`src/rtl/serial_add_sub_pkg.sv`:
```
// Shared types and constants for the digit-serial adder/subtracter.
package serial_add_sub_pkg;

   typedef enum logic [1:0] {
      IDLE = 2'd0,
      RUN  = 2'd1,
      DONE = 2'd2
   } state_t;

   localparam int DEF_WIDTH = 16;
   localparam int DEF_DIGIT = 4;

   function automatic int clog2(input int value);
      int r;
      r = 0;
      while ((1 << r) < value) r++;
      return r;
   endfunction

   // Digit counter width; never zero so the single-slice case still has a register.
   function automatic int cnt_width(input int width, input int digit);
      int w;
      w = clog2(width / digit);
      return (w < 1) ? 1 : w;
   endfunction

endpackage

```
`src/rtl/serial_add_digit.sv`:
```
// Combinational DIGIT-bit ripple adder; also exposes the carry into its top bit
// so the caller can derive two's-complement overflow.
module serial_add_digit #(
   parameter int DIGIT = 4
) (
   input  logic [DIGIT-1:0] x,
   input  logic [DIGIT-1:0] y,
   input  logic             cin,
   output logic [DIGIT-1:0] sum,
   output logic             cout,
   output logic             c_msb_in
);

   always_comb begin
      logic [DIGIT:0] c;
      // NOTE: blocking assignments here make the carry ripple through the loop in bit order.
      c        = '0;
      sum      = '0;
      c[0]     = cin;
      for (int i = 0; i < DIGIT; i++) begin
         sum[i]   = x[i] ^ y[i] ^ c[i];
         c[i + 1] = (x[i] & y[i]) | (x[i] & c[i]) | (y[i] & c[i]);
      end
      cout     = c[DIGIT];
      c_msb_in = c[DIGIT - 1];
   end

endmodule

```
`src/rtl/serial_add_sub.sv`:
```
// Digit-serial adder/subtracter: one DIGIT-wide slice per RUN cycle, LSB slice
// first, result published on s/co/ovf only at the completion edge.
module serial_add_sub
   import serial_add_sub_pkg::*;
#(
   parameter int WIDTH = DEF_WIDTH,
   parameter int DIGIT = DEF_DIGIT
) (
   input  logic             clk,
   input  logic             rst,
   input  logic             start,
   input  logic [WIDTH-1:0] a,
   input  logic [WIDTH-1:0] b,
   input  logic             ci,
   input  logic             sub,
   output logic             busy,
   output logic             done,
   output logic [WIDTH-1:0] s,
   output logic             co,
   output logic             ovf
);

   localparam int N  = WIDTH / DIGIT;
   localparam int CW = cnt_width(WIDTH, DIGIT);
   localparam int IW = (clog2(WIDTH) < 1) ? 1 : clog2(WIDTH);
   localparam logic [CW-1:0] LAST = CW'(N - 1);

   generate
      if (DIGIT < 1) begin : g_bad_digit
         $error("serial_add_sub: DIGIT must be >= 1");
      end else if ((WIDTH % DIGIT) != 0) begin : g_bad_width
         $error("serial_add_sub: WIDTH must be a multiple of DIGIT");
      end
   endgenerate

   state_t           state, state_next;
   logic [WIDTH-1:0] a_q, b_q, res_q, res_next;
   logic [CW-1:0]    cnt_q;
   logic             carry_q;
   logic [IW-1:0]    idx;
   logic             accept, last;
   logic [DIGIT-1:0] slice_sum;
   logic             slice_cout, slice_c_msb;

   assign accept = start && ((state == IDLE) || (state == DONE));
   assign last   = (state == RUN) && (cnt_q == LAST);
   assign idx    = IW'(cnt_q * DIGIT);

   serial_add_digit #(.DIGIT(DIGIT)) u_digit (
      .x        (a_q[idx +: DIGIT]),
      .y        (b_q[idx +: DIGIT]),
      .cin      (carry_q),
      .sum      (slice_sum),
      .cout     (slice_cout),
      .c_msb_in (slice_c_msb)
   );

   always_ff @(posedge clk or posedge rst) begin
      if (rst) state <= IDLE;
      else     state <= state_next;
   end

   always_comb begin
      // NOTE: default assignment first so no path leaves state_next unassigned (no latch).
      state_next = state;
      case (state)
         IDLE:    if (accept) state_next = RUN;
         RUN:     if (last)   state_next = DONE;
         DONE:    state_next = accept ? RUN : IDLE;
         default: state_next = IDLE;
      endcase
   end

   always_comb begin
      busy = (state == RUN);
      done = (state == DONE);
   end

   // Partial sums accumulate here, never on s.
   always_comb begin
      res_next                = res_q;
      res_next[idx +: DIGIT]  = slice_sum;
   end

   always_ff @(posedge clk or posedge rst) begin
      if (rst) begin
         a_q     <= '0;
         b_q     <= '0;
         res_q   <= '0;
         cnt_q   <= '0;
         carry_q <= 1'b0;
         s       <= '0;
         co      <= 1'b0;
         ovf     <= 1'b0;
      end else if (accept) begin
         // NOTE: non-blocking so every register sees the pre-edge values of the others.
         a_q     <= a;
         b_q     <= b ^ {WIDTH{sub}};
         carry_q <= ci ^ sub;
         cnt_q   <= '0;
      end else if (state == RUN) begin
         res_q   <= res_next;
         carry_q <= slice_cout;
         cnt_q   <= cnt_q + 1'b1;
         if (last) begin
            s   <= res_next;
            co  <= slice_cout;
            ovf <= slice_c_msb ^ slice_cout;
         end
      end
   end

endmodule

```
`config.mk`:
```
export PLATFORM = sky130hd
export DESIGN_NAME = serial_add_sub
export DESIGN_NICKNAME = d
export VERILOG_FILES = /design/src/rtl/serial_add_sub_pkg.sv /design/src/rtl/serial_add_digit.sv /design/src/rtl/serial_add_sub.sv
export SDC_FILE = /design/constraint.sdc
export NUM_CORES = 1
export LEC_CHECK = 0
export BUFFER_PORTS_ARGS = -buffer_cell sky130_fd_sc_hd__buf_4
export CAP_MARGIN = 15
export CORE_MARGIN = 1.5
export CORE_UTILIZATION = 53
export CTS_CLUSTER_DIAMETER = 80
export DETAILED_ROUTE_END_ITERATION = 6
export GPL_TIMING_DRIVEN = 0
export PLACE_DENSITY_LB_ADDON = 0.08
export SLEW_MARGIN = 30
export SYNTH_ARGS = -nofsm -noshare
export SYNTH_HDL_FRONTEND = slang
export SYNTH_SLANG_ARGS = --single-unit
```
`constraint.sdc`:
```
create_clock -name clk -period 5.3 [get_ports clk]
set_clock_uncertainty 0.1 [all_clocks]
set_input_delay 0 -clock clk [delete_from_list [all_inputs] [get_ports clk]]
set_output_delay 0 -clock clk [all_outputs]
set_load 0.02 [all_outputs]
```
==> Flow_metrics.wiki <==
{| class="wikitable"
! Metric !! Value
|-
| Status || finished, final reports clean
|-
| DRC violations left || 0
|-
| Worst hold path type || in2reg
|-
| Final count of negative-setup-slack endpoints || 0
|-
| CTS sink count || 71
|-
| Vias in the first global route || 2642
|-
| Input/output buffers || 55
|-
| Syn Std Cell Area || 0.003473 mm^2
|-
| Type of the worst setup path || reg2reg
|-
| Global-route wire length before repair || about 13 mm
|-
| Die Wd || between 80 and 90 um
|-
| Max-slew violations || 0
|-
| Number of warnings reported in the yosys synthesis log || 0
|-
| Post-Syn Instances || 293
|-
| Area overhead of the layout relative to synthesis || 33.14%
|-
| Number of gates given a new drive strength after cts || 0
|-
| Total count of hold-check failures in the final report || 0
|-
| Unrepaired setup endpoints after global routing || no
|-
| I/O pin total || 57
|-
| GRT Total Usage || 0.2382
|-
| Post-detailed-route wirelength per cell || 15.76 um
|-
| CP Capture Type || register
|-
| Nets in the synthesized netlist || 340
|-
| Die Y-Extent || 83.96 um
|-
| Required @ worst endpoint || 5430 ps
|-
| Max transition margin || 0.6286
|-
| Post-Route Utilization || 0.7283
|-
| Std cell rows || 29
|-
| Maximum fanout along the worst path || 10
|-
| Clock-pin slew on the worst setup and hold paths || 80 ps
|-
| Root cell of the clock tree || sky130_fd_sc_hd__clkbuf_8
|-
| Violation count after the first detailed-routing iteration || between 80 and 90
|-
| Power density over the cells || approximately 640 mW/mm^2
|-
| ANT cells || 0
|-
| TritonCTS buffer count || 9
|-
| Count of state elements after synthesis || 71
|-
| Final-stage net count || 448
|-
| Total Wirelength || 7.610 mm
|-
| Via Count || 2574
|-
| Level count of the clock H-tree || 3
|-
| Worst Path Arrival || about 3600 ps
|-
| Max-cap violations || 0
|-
| Sequential area share after synthesis || 0.5115
|-
| Peak VDD IR || 0.3570 mV
|-
| Starting utilization of the core area || 0.5470
|-
| Pin count of the biggest net entering global routing || 37
|-
| Setup slack after placement || 1891 ps
|-
| Clock tree from TritonCTS || done
|-
| Count of antenna-violating nets left after detailed routing || 0
|-
| Core area || 0.006350 mm^2
|-
| Number of search-and-repair iterations in the first detailed-routing pass || 4
|-
| Antenna violations before repair || 0
|-
| Filler cells || 454
|-
| Fin Setup TNS || 0 ps
|-
| Final critical-path share of the clock period || 0.6472
|-
| HPWL Detailed || 4.953 mm
|-
| Post-synth top area cell || sky130_fd_sc_hd__dfrtp_1
|-
| Count of different cell masters after synthesis || 31
|-
| Fmax || 291.5 MHz
|-
| Remaining Overflow, GRT || 0
|-
| Synthesized area per cell || 11.85 um^2
|-
| Setup WS post-layout || 1870 ps
|-
| Leakage power figure || 2.110 nW
|-
| Final period demand of the worst path || 3430 ps
|-
| Launching element type of the critical path || register
|-
| Final weighted congestion in routability-driven placement || around 0.77
|-
| Fraction of post-synthesis cell area in the top cell type by area || 0.5115
|-
| Measured slew at the worst slew-check pin || ~560 ps
|-
| Clock insertion delay at the later pin of the skew report || roughly 350 ps
|-
| Maximum number of buffers from clock root to sink || 2
|-
| Die ar. || between 0.007 and 0.008 mm^2
|-
| Via/cell ratio || 5.329
|-
| Area contributors post-synth || sky130_fd_sc_hd__dfrtp_1 (51%), sky130_fd_sc_hd__mux2_2 (5.5%), sky130_fd_sc_hd__xnor2_1 (4.3%), sky130_fd_sc_hd__mux4_1 (3.8%), sky130_fd_sc_hd__nand2b_1 (3.1%)
|-
| Fraction of layout cells with a size suffix above 1 || 0.2931
|}
## state kept, by name, indices dropped and copies added, names as in the netlist
| name | cells |
|---|---|
| cnt_q | 2 |
| carry_q | 1 |
| a_q | 16 |
| b_q | 16 |
| res_q | 16 |
| ovf | 1 |
| s | 16 |
| state | 2 |
| co | 1 |
## cell type report
cell class                 count  area, um^2  area share
tap                           77       96.34     0.02083
inverter                      10       40.04    0.008658
clock inverter                 4       53.80     0.01163
clock buffer                  12       155.1     0.03355
multi-input combinational    190        1498      0.3239
sequential                    71        1777      0.3842
buffer                        22       161.4     0.03490
timing repair buffer          97       843.3      0.1824
## synth_stat cells
library cell,instances
sky130_fd_sc_hd__mux4_1,5
sky130_fd_sc_hd__o21ai_0,18
sky130_fd_sc_hd__xor2_1,1
sky130_fd_sc_hd__nand2b_1,17
sky130_fd_sc_hd__dfrtp_1,71
sky130_fd_sc_hd__nand2b_4,1
sky130_fd_sc_hd__a32o_1,8
sky130_fd_sc_hd__a21oi_1,16
sky130_fd_sc_hd__and4bb_2,2
sky130_fd_sc_hd__inv_2,1
sky130_fd_sc_hd__buf_4,6
sky130_fd_sc_hd__mux2_4,1
sky130_fd_sc_hd__nor4bb_1,1
sky130_fd_sc_hd__a31oi_1,9
sky130_fd_sc_hd__clkbuf_1,1
sky130_fd_sc_hd__nor2_1,19
sky130_fd_sc_hd__buf_6,6
sky130_fd_sc_hd__ha_1,6
sky130_fd_sc_hd__mux4_2,3
sky130_fd_sc_hd__fa_1,4
sky130_fd_sc_hd__and3b_1,1
sky130_fd_sc_hd__a22o_1,8
sky130_fd_sc_hd__clkbuf_2,1
sky130_fd_sc_hd__nor2b_1,9
sky130_fd_sc_hd__nand3_1,2
sky130_fd_sc_hd__inv_1,9
sky130_fd_sc_hd__mux2_2,17
sky130_fd_sc_hd__buf_2,8
sky130_fd_sc_hd__and4b_2,1
sky130_fd_sc_hd__xnor2_1,17
sky130_fd_sc_hd__nand2_1,24
## final timing paths
kind / depth (start not counted) / from / slack (ps) / to
worst max-delay path: 11 / cnt_q[0]$_DFFE_PP0P_ / 1870 / s[3]$_DFFE_PP0P_
worst min-delay path: 4 / start / 30 / a_q[12]$_DFFE_PP0P_
worst max register to register: 11 / cnt_q[0]$_DFFE_PP0P_ / 1870 / s[3]$_DFFE_PP0P_
worst min register to register: 2 / b_q[11]$_DFFE_PP0P_ / 390 / b_q[11]$_DFFE_PP0P_
max in group asynchronous: 4 / rst / 4430 / a_q[14]$_DFFE_PP0P_
min in group asynchronous: 3 / rst / 130 / res_q[2]$_DFFE_PP0P_
## where the power goes
part	total (mW)	switching, mW	internal [mW]
Clock	0.450	0.206	0.244
Sequential	0.931	0.138	0.793
Combinational	1.57	0.833	0.737
## kinds of logic after synthesis
logic type / count (synthesis) / share of synthesized area
xor+xnor: 18 / 0.04539
simple gates: 77 / 0.1160
flops: 71 / 0.5115
buf+inv: 32 / 0.05727
compound gates: 59 / 0.1084
mux: 26 / 0.1167
fa+ha+maj: 10 / 0.04467
## per-layer routing
metal | up-vias | GRT usage | wire length (um)
met5 | - | 0 | 0
met2 | 61 | 0.4135 | 3971
met1 | 1268 | 0.2892 | 3201
li1 | 1228 | - | -
met4 | 0 | 0.09836 | 157
met3 | 17 | 0.04946 | 278
## worst max-delay path, cell delays in order (launching register included)
cell,delay [ps]
sky130_fd_sc_hd__dfrtp_1,520
sky130_fd_sc_hd__buf_6,220
sky130_fd_sc_hd__mux4_1,610
sky130_fd_sc_hd__fa_1,390
sky130_fd_sc_hd__inv_1,80
sky130_fd_sc_hd__fa_1,210
sky130_fd_sc_hd__fa_1,210
sky130_fd_sc_hd__inv_1,60
sky130_fd_sc_hd__fa_1,410
sky130_fd_sc_hd__buf_2,190
sky130_fd_sc_hd__a21oi_1,200
sky130_fd_sc_hd__a21oi_1,90
## per-stage QoR
| step | hold WS [ps] | power (mW) | cells | cell area, um^2 |
|---|---|---|---|---|
| floorplan | 48.51 | 2.011 | 293 | 3473 |
| global route | 39.38 | 3.167 | 483 | 4624 |
| detailed placement | -45.11 | 2.496 | 426 | 4005 |
| CTS | 32.09 | 2.972 | 483 | 4624 |
| global placement | 132.5 | 2.455 | 425 | 3983 |
| finish | 33.58 | 2.950 | 483 | 4624 |
## cells in the final DEF (no fill, tap or decap), types with 9 or more instances in the layout
cell	Yosys	routed
sky130_fd_sc_hd__nor2b_1	9	9
sky130_fd_sc_hd__buf_4	6	61
sky130_fd_sc_hd__mux2_2	17	17
sky130_fd_sc_hd__clkbuf_8	0	11
sky130_fd_sc_hd__nand2_1	24	24
sky130_fd_sc_hd__o21ai_0	18	18
sky130_fd_sc_hd__dlygate4sd3_1	0	41
sky130_fd_sc_hd__dfrtp_1	71	71
sky130_fd_sc_hd__a21oi_1	16	16
sky130_fd_sc_hd__nor2_1	19	19
sky130_fd_sc_hd__nand2b_1	17	17
sky130_fd_sc_hd__xnor2_1	17	17
sky130_fd_sc_hd__a31oi_1	9	9
## repair_timing
item,CTS,global route
endpoints found under the hold margin,104,0
hold buffers,41,0
endpoints found under the setup margin,0,0
setup buffers,0,0
No activity file was read; power rests on OpenSTA's default activity.
